==> src/rtl/trng_pkg.sv <==
// Shared types and helpers for the multi-lane ring-oscillator TRNG.
package trng_pkg;

  typedef enum logic {VN_EMPTY, VN_HAVE_ONE} vn_state_t;

  // Lane i gets two more inverters than lane i-1 so the lanes stay odd-length and mutually detuned
  function automatic int ro_len(input int stages, input int i);
    return stages + 2 * i;
  endfunction

endpackage

==> src/rtl/trng_ro_lane.sv <==
// One free-running ring oscillator; a clocked twisted-ring stand-in is used outside synthesis.
module trng_ro_lane #(
  parameter int STAGES = 3
) (
  input  logic clk,
  input  logic n_reset,
  output logic ro_out
);

`ifdef SYNTHESIS
  (* keep *) logic [STAGES-1:0] ring;

  assign ring[0] = ~ring[STAGES-1];
  for (genvar k = 1; k < STAGES; k++) begin : g_inv
    assign ring[k] = ~ring[k-1];
  end
  assign ro_out = ring[STAGES-1];
`else
  logic [STAGES-1:0] q;

  always_ff @(posedge clk) begin
    if (!n_reset) q <= '0;
    else          q <= {q[STAGES-2:0], ~q[STAGES-1]};
  end
  assign ro_out = q[STAGES-1];
`endif

endmodule

==> src/rtl/trng_multi_ro.sv <==
// Multi-lane TRNG: lane XOR, sync, divided sampling, repetition health test,
// optional von Neumann debias and a word assembler on a valid/ready stream.
module trng_multi_ro
  import trng_pkg::*;
#(
  parameter int NUM_RO     = 4,
  parameter int RO_STAGES  = 3,
  parameter int OUT_W      = 8,
  parameter int SAMPLE_DIV = 4,
  parameter int VN_EN      = 1,
  parameter int REP_LIMIT  = 16
) (
  input  logic             clk,
  input  logic             n_reset,
  input  logic             enable,
  input  logic             test_en,
  input  logic             test_bit,
  output logic [OUT_W-1:0] out_data,
  output logic             out_valid,
  input  logic             out_ready,
  output logic             health_fail
);

  localparam int DW = (SAMPLE_DIV > 1) ? $clog2(SAMPLE_DIV) : 1;
  localparam int CW = $clog2(OUT_W + 1);
  localparam int RW = $clog2(REP_LIMIT + 1);

  logic [NUM_RO-1:0] ro;

  for (genvar g = 0; g < NUM_RO; g++) begin : g_lane
    trng_ro_lane #(.STAGES(ro_len(RO_STAGES, g))) u_lane (
      .clk    (clk),
      .n_reset(n_reset),
      .ro_out (ro[g])
    );
  end

  logic [1:0] xsync;
  logic       raw;

  always_ff @(posedge clk) begin
    if (!n_reset) xsync <= '0;
    else          xsync <= {xsync[0], ^ro};
  end

  assign raw = test_en ? test_bit : xsync[1];

  logic [DW-1:0] div_cnt;
  logic          strobe;

  assign strobe = enable && (div_cnt == DW'(SAMPLE_DIV - 1));

  always_ff @(posedge clk) begin
    if (!n_reset)    div_cnt <= '0;
    else if (strobe) div_cnt <= '0;
    else if (enable) div_cnt <= div_cnt + 1'b1;
  end

  // rep_cnt==0 marks "no previous sample" so the first sample after reset starts a fresh run
  logic          prev_raw;
  logic [RW-1:0] rep_cnt, rep_nxt;
  logic          trip, sample;

  always_comb begin
    rep_nxt = rep_cnt;
    if (rep_cnt == '0 || raw != prev_raw) rep_nxt = RW'(1);
    else if (rep_cnt != RW'(REP_LIMIT))   rep_nxt = rep_cnt + 1'b1;
  end

  assign trip   = strobe && (rep_nxt == RW'(REP_LIMIT));
  assign sample = strobe && !health_fail;

  always_ff @(posedge clk) begin
    if (!n_reset) begin
      prev_raw    <= 1'b0;
      rep_cnt     <= '0;
      health_fail <= 1'b0;
    end else if (strobe) begin
      prev_raw <= raw;
      rep_cnt  <= rep_nxt;
      if (trip) health_fail <= 1'b1;
    end
  end

  vn_state_t vn_st, vn_nxt;
  logic      vn_first, bit_ok, bit_val;

  always_ff @(posedge clk) begin
    if (!n_reset) begin
      vn_st    <= VN_EMPTY;
      vn_first <= 1'b0;
    end else begin
      vn_st <= vn_nxt;
      if (sample && vn_st == VN_EMPTY) vn_first <= raw;
    end
  end

  always_comb begin
    vn_nxt = vn_st;
    if (trip)                      vn_nxt = VN_EMPTY;
    else if (sample && VN_EN != 0) vn_nxt = (vn_st == VN_EMPTY) ? VN_HAVE_ONE : VN_EMPTY;
  end

  always_comb begin
    bit_ok  = 1'b0;
    bit_val = raw;
    if (VN_EN == 0) bit_ok = sample;
    else if (sample && vn_st == VN_HAVE_ONE && vn_first != raw) begin
      bit_ok  = 1'b1;
      bit_val = vn_first;
    end
  end

  logic [OUT_W-1:0] shift_reg, next_word;
  logic [CW-1:0]    bit_cnt;
  logic             xfer, slot_free, held, last;

  assign xfer      = out_valid && out_ready;
  assign slot_free = !out_valid || out_ready;
  assign held      = (bit_cnt == CW'(OUT_W));
  assign last      = bit_ok && (bit_cnt == CW'(OUT_W - 1));
  assign next_word = {shift_reg[OUT_W-2:0], bit_val};

  // A held word moves out on the freeing edge; a bit accepted on that edge starts the next word
  always_ff @(posedge clk) begin
    if (!n_reset) begin
      out_data  <= '0;
      out_valid <= 1'b0;
      shift_reg <= '0;
      bit_cnt   <= '0;
    end else if (trip) begin
      out_valid <= 1'b0;
      shift_reg <= '0;
      bit_cnt   <= '0;
    end else if (held && slot_free) begin
      out_data  <= shift_reg;
      out_valid <= 1'b1;
      if (bit_ok) begin
        shift_reg <= next_word;
        bit_cnt   <= CW'(1);
      end else begin
        bit_cnt   <= '0;
      end
    end else if (last && slot_free) begin
      out_data  <= next_word;
      out_valid <= 1'b1;
      shift_reg <= next_word;
      bit_cnt   <= '0;
    end else begin
      if (bit_ok && !held) begin
        shift_reg <= next_word;
        bit_cnt   <= bit_cnt + 1'b1;
      end
      if (xfer) out_valid <= 1'b0;
    end
  end

endmodule

==> config.mk <==
export PLATFORM = sky130hd
export DESIGN_NAME = trng_multi_ro
export DESIGN_NICKNAME = d
export VERILOG_FILES = /design/src/rtl/trng_pkg.sv /design/src/rtl/trng_ro_lane.sv /design/src/rtl/trng_multi_ro.sv
export SDC_FILE = /design/constraint.sdc
export NUM_CORES = 1
export LEC_CHECK = 0
export CORE_MARGIN = 1
export CORE_UTILIZATION = 40
export CTS_BUF_LIST = sky130_fd_sc_hd__clkbuf_8
export DETAILED_ROUTE_END_ITERATION = 12
export SLEW_MARGIN = 15
export SYNTH_ARGS = -nofsm -noshare
export SYNTH_HDL_FRONTEND = slang
export SYNTH_HIERARCHICAL = 1
export SYNTH_SLANG_ARGS = --single-unit
==> constraint.sdc <==
create_clock -name clk -period 3.35 [get_ports clk]
set_input_delay 0.67 -clock clk [delete_from_list [all_inputs] [get_ports clk]]
set_output_delay 0.67 -clock clk [all_outputs]
set_load 0.02 [all_outputs]
==> results.toml <==
[worst_setup_path]
crit_type = "in -> reg"
cp.required_ps = 3490
endpoint_kind = "register"
crit_path_start_kind = "input pin"
cp_top_family = "buffers and inverters"
cp_slowest_stage_delay_ps = 530
arrival_ps = 2660
cpMaxStageDelayCell = "clkdlybuf4s50_1"
crit_chain = "clkdlybuf4s50_1, mux2i_4, xor2_2, nand3_2, o21ai_2, nor3_1"
cp_max_fo = 14
critPathBufInv = 1

[place]
gp_congestion = 0.806
numPortBuffers = 15
dp_cells = 263
placed_cell_area_um2 = 1980
dp_hpwl_um = 2400

[routing]
wl_per_cell_um = 12.2
totalWireLength_um = 3300
drt_pass1_iterations = 4
ant_nets = 0
drc = 0
avgViaCountPerCell = 5.03
drtIter0Drc = 106
vias = 1363

[clock_tree]
root_buffer = "clkbuf_8"
hold_buffers = 0
cts_resized = 0
clk_path_buf_depth = 2
cts_sinks = 34
cts_setup_buffers = 0
clock_latency_ps = 280
path_clk_slew_ps = 70
cts_tree = "built"
numCtsBuffers = 5
htree_levels = 2

[pwr]
ir_drop_v = 0.000271
p_leak_uw = 0.000844
p_per_area_nw_per_um2 = 371

[cells_and_area]
n_fill_cell = 414
drive_gt1_frac = 0.114
final_cells = 271
multi_input_area_um2 = 1030
syn2layout_area_growth_pct = 13.3
regArea_um2 = 681
nets = 229
num_antenna_cells = 0
finalInstanceArea_um2 = 2070

[timing]
setup_viol = 0
relSlewSlack = 0.612
finalHoldViolCount = 0
timing.final.max_slew_violations = 0
setup_tns_ps = 0
max_freq_mhz = 397
worstMarginPinSlew_ps = 582
min_period_over_period = 0.753
rsz0062_at_grt = "false"
min_period_ps = 2520
clock_skew_ps = 5.14

[floorplanning]
fp-row-count = 24
fp.dieW_um = 69.6
start_util = 0.416
core_um2 = 4380
num_io_pins = 16
dieArea_um2 = 4840
die_h_um = 69.6

[global_routing]
antenna_found_initial = 0
grt_use_total = 0.147
grt_max_degree = 17
first_global_vias = 1283
grt_pass1_wl_um = 5770
overflow = 0

[synth]
yosysWarnings = 14
synth_area_um2 = 1830
syn_avg_cell_area_um2 = 8.90
synthCells = 205
synth_fp_nets = 216

[worst_hold_path]
hold_path_class = "reg -> reg"

[run]
maxCapViolations = 0

[run_status]
outcome = "complete, no violations"
[layout by cell type, fill, tap and decap left out, types with 2 or more instances in the layout]
cell / instances
nand2b_1: 3
nand3b_1: 3
xnor2_1: 6
clkbuf_8: 6
dfxtp_1: 34
nand3_1: 4
nor2b_1: 2
mux2_2: 7
o211ai_1: 4
inv_1: 9
mux2i_1: 18
a21oi_1: 7
nand2_1: 21
conb_1: 4
nor2_1: 25
buf_4: 2
and2_1: 3
a211oi_1: 3
ha_1: 5
o21ai_0: 6
clkdlybuf4s50_1: 15
nor3_1: 6
xor2_1: 2
[final timing paths]
kind | start | to | slack [ps] | depth (start not counted)
hold reg to reg | xsync[0]$_SDFF_PN0_ | xsync[1]$_SDFF_PN0_ | 440 | 1
hold / removal | xsync[0]$_SDFF_PN0_ | xsync[1]$_SDFF_PN0_ | 440 | 1
setup / recovery | test_en | bit_cnt[2]$_SDFFE_PP0P_ | 830 | 6
setup reg to reg | rep_cnt[0]$_SDFFE_PN0P_ | bit_cnt[2]$_SDFFE_PP0P_ | 1170 | 7
[through the flow]
step / total power (uW) / util / worst slack, ps / hold slack (ps)
6_report: 767 / 0.472 / 828 / 437
5_1_grt: 803 / 0.472 / 682 / 462
4_1_cts: 776 / 0.472 / 778 / 439
3_5_place_dp: 468 / 0.451 / 493 / 423
3_3_place_gp: 468 / 0.451 / 510 / 414
2_1_floorplan: 459 / - / 1390 / 412
[power by group]
group,total [uW],internal [uW],leakage (uW),switching (uW)
Combinational,46.2,20.2,0.000517,26.0
Clock,308,163,0.0000524,145
Sequential,413,409,0.000275,3.24
Total,767,592,0.000844,174
[cell type report]
| class | instances | share of cell area |
|---|---|---|
| Clock buffer | 6 | 0.0399 |
| Clock inverter | 2 | 0.00423 |
| Inverter | 9 | 0.0163 |
| Multi-Input combinational cell | 151 | 0.499 |
| Sequential cell | 34 | 0.329 |
| Tap cell | 52 | 0.0315 |
| Timing Repair Buffer | 17 | 0.0799 |
[metal layers]
metal / vias to the layer above / share of wire / GRT usage
li1: 717 / - / -
met1: 624 / 0.52 / 0.198
met2: 20 / 0.44 / 0.229
met3: 2 / 0.036 / 0.0465
met4: 0 / 0.0045 / 0.0317
met5: - / 0 / 0
Note: power is estimated with default switching activity, not from simulation.
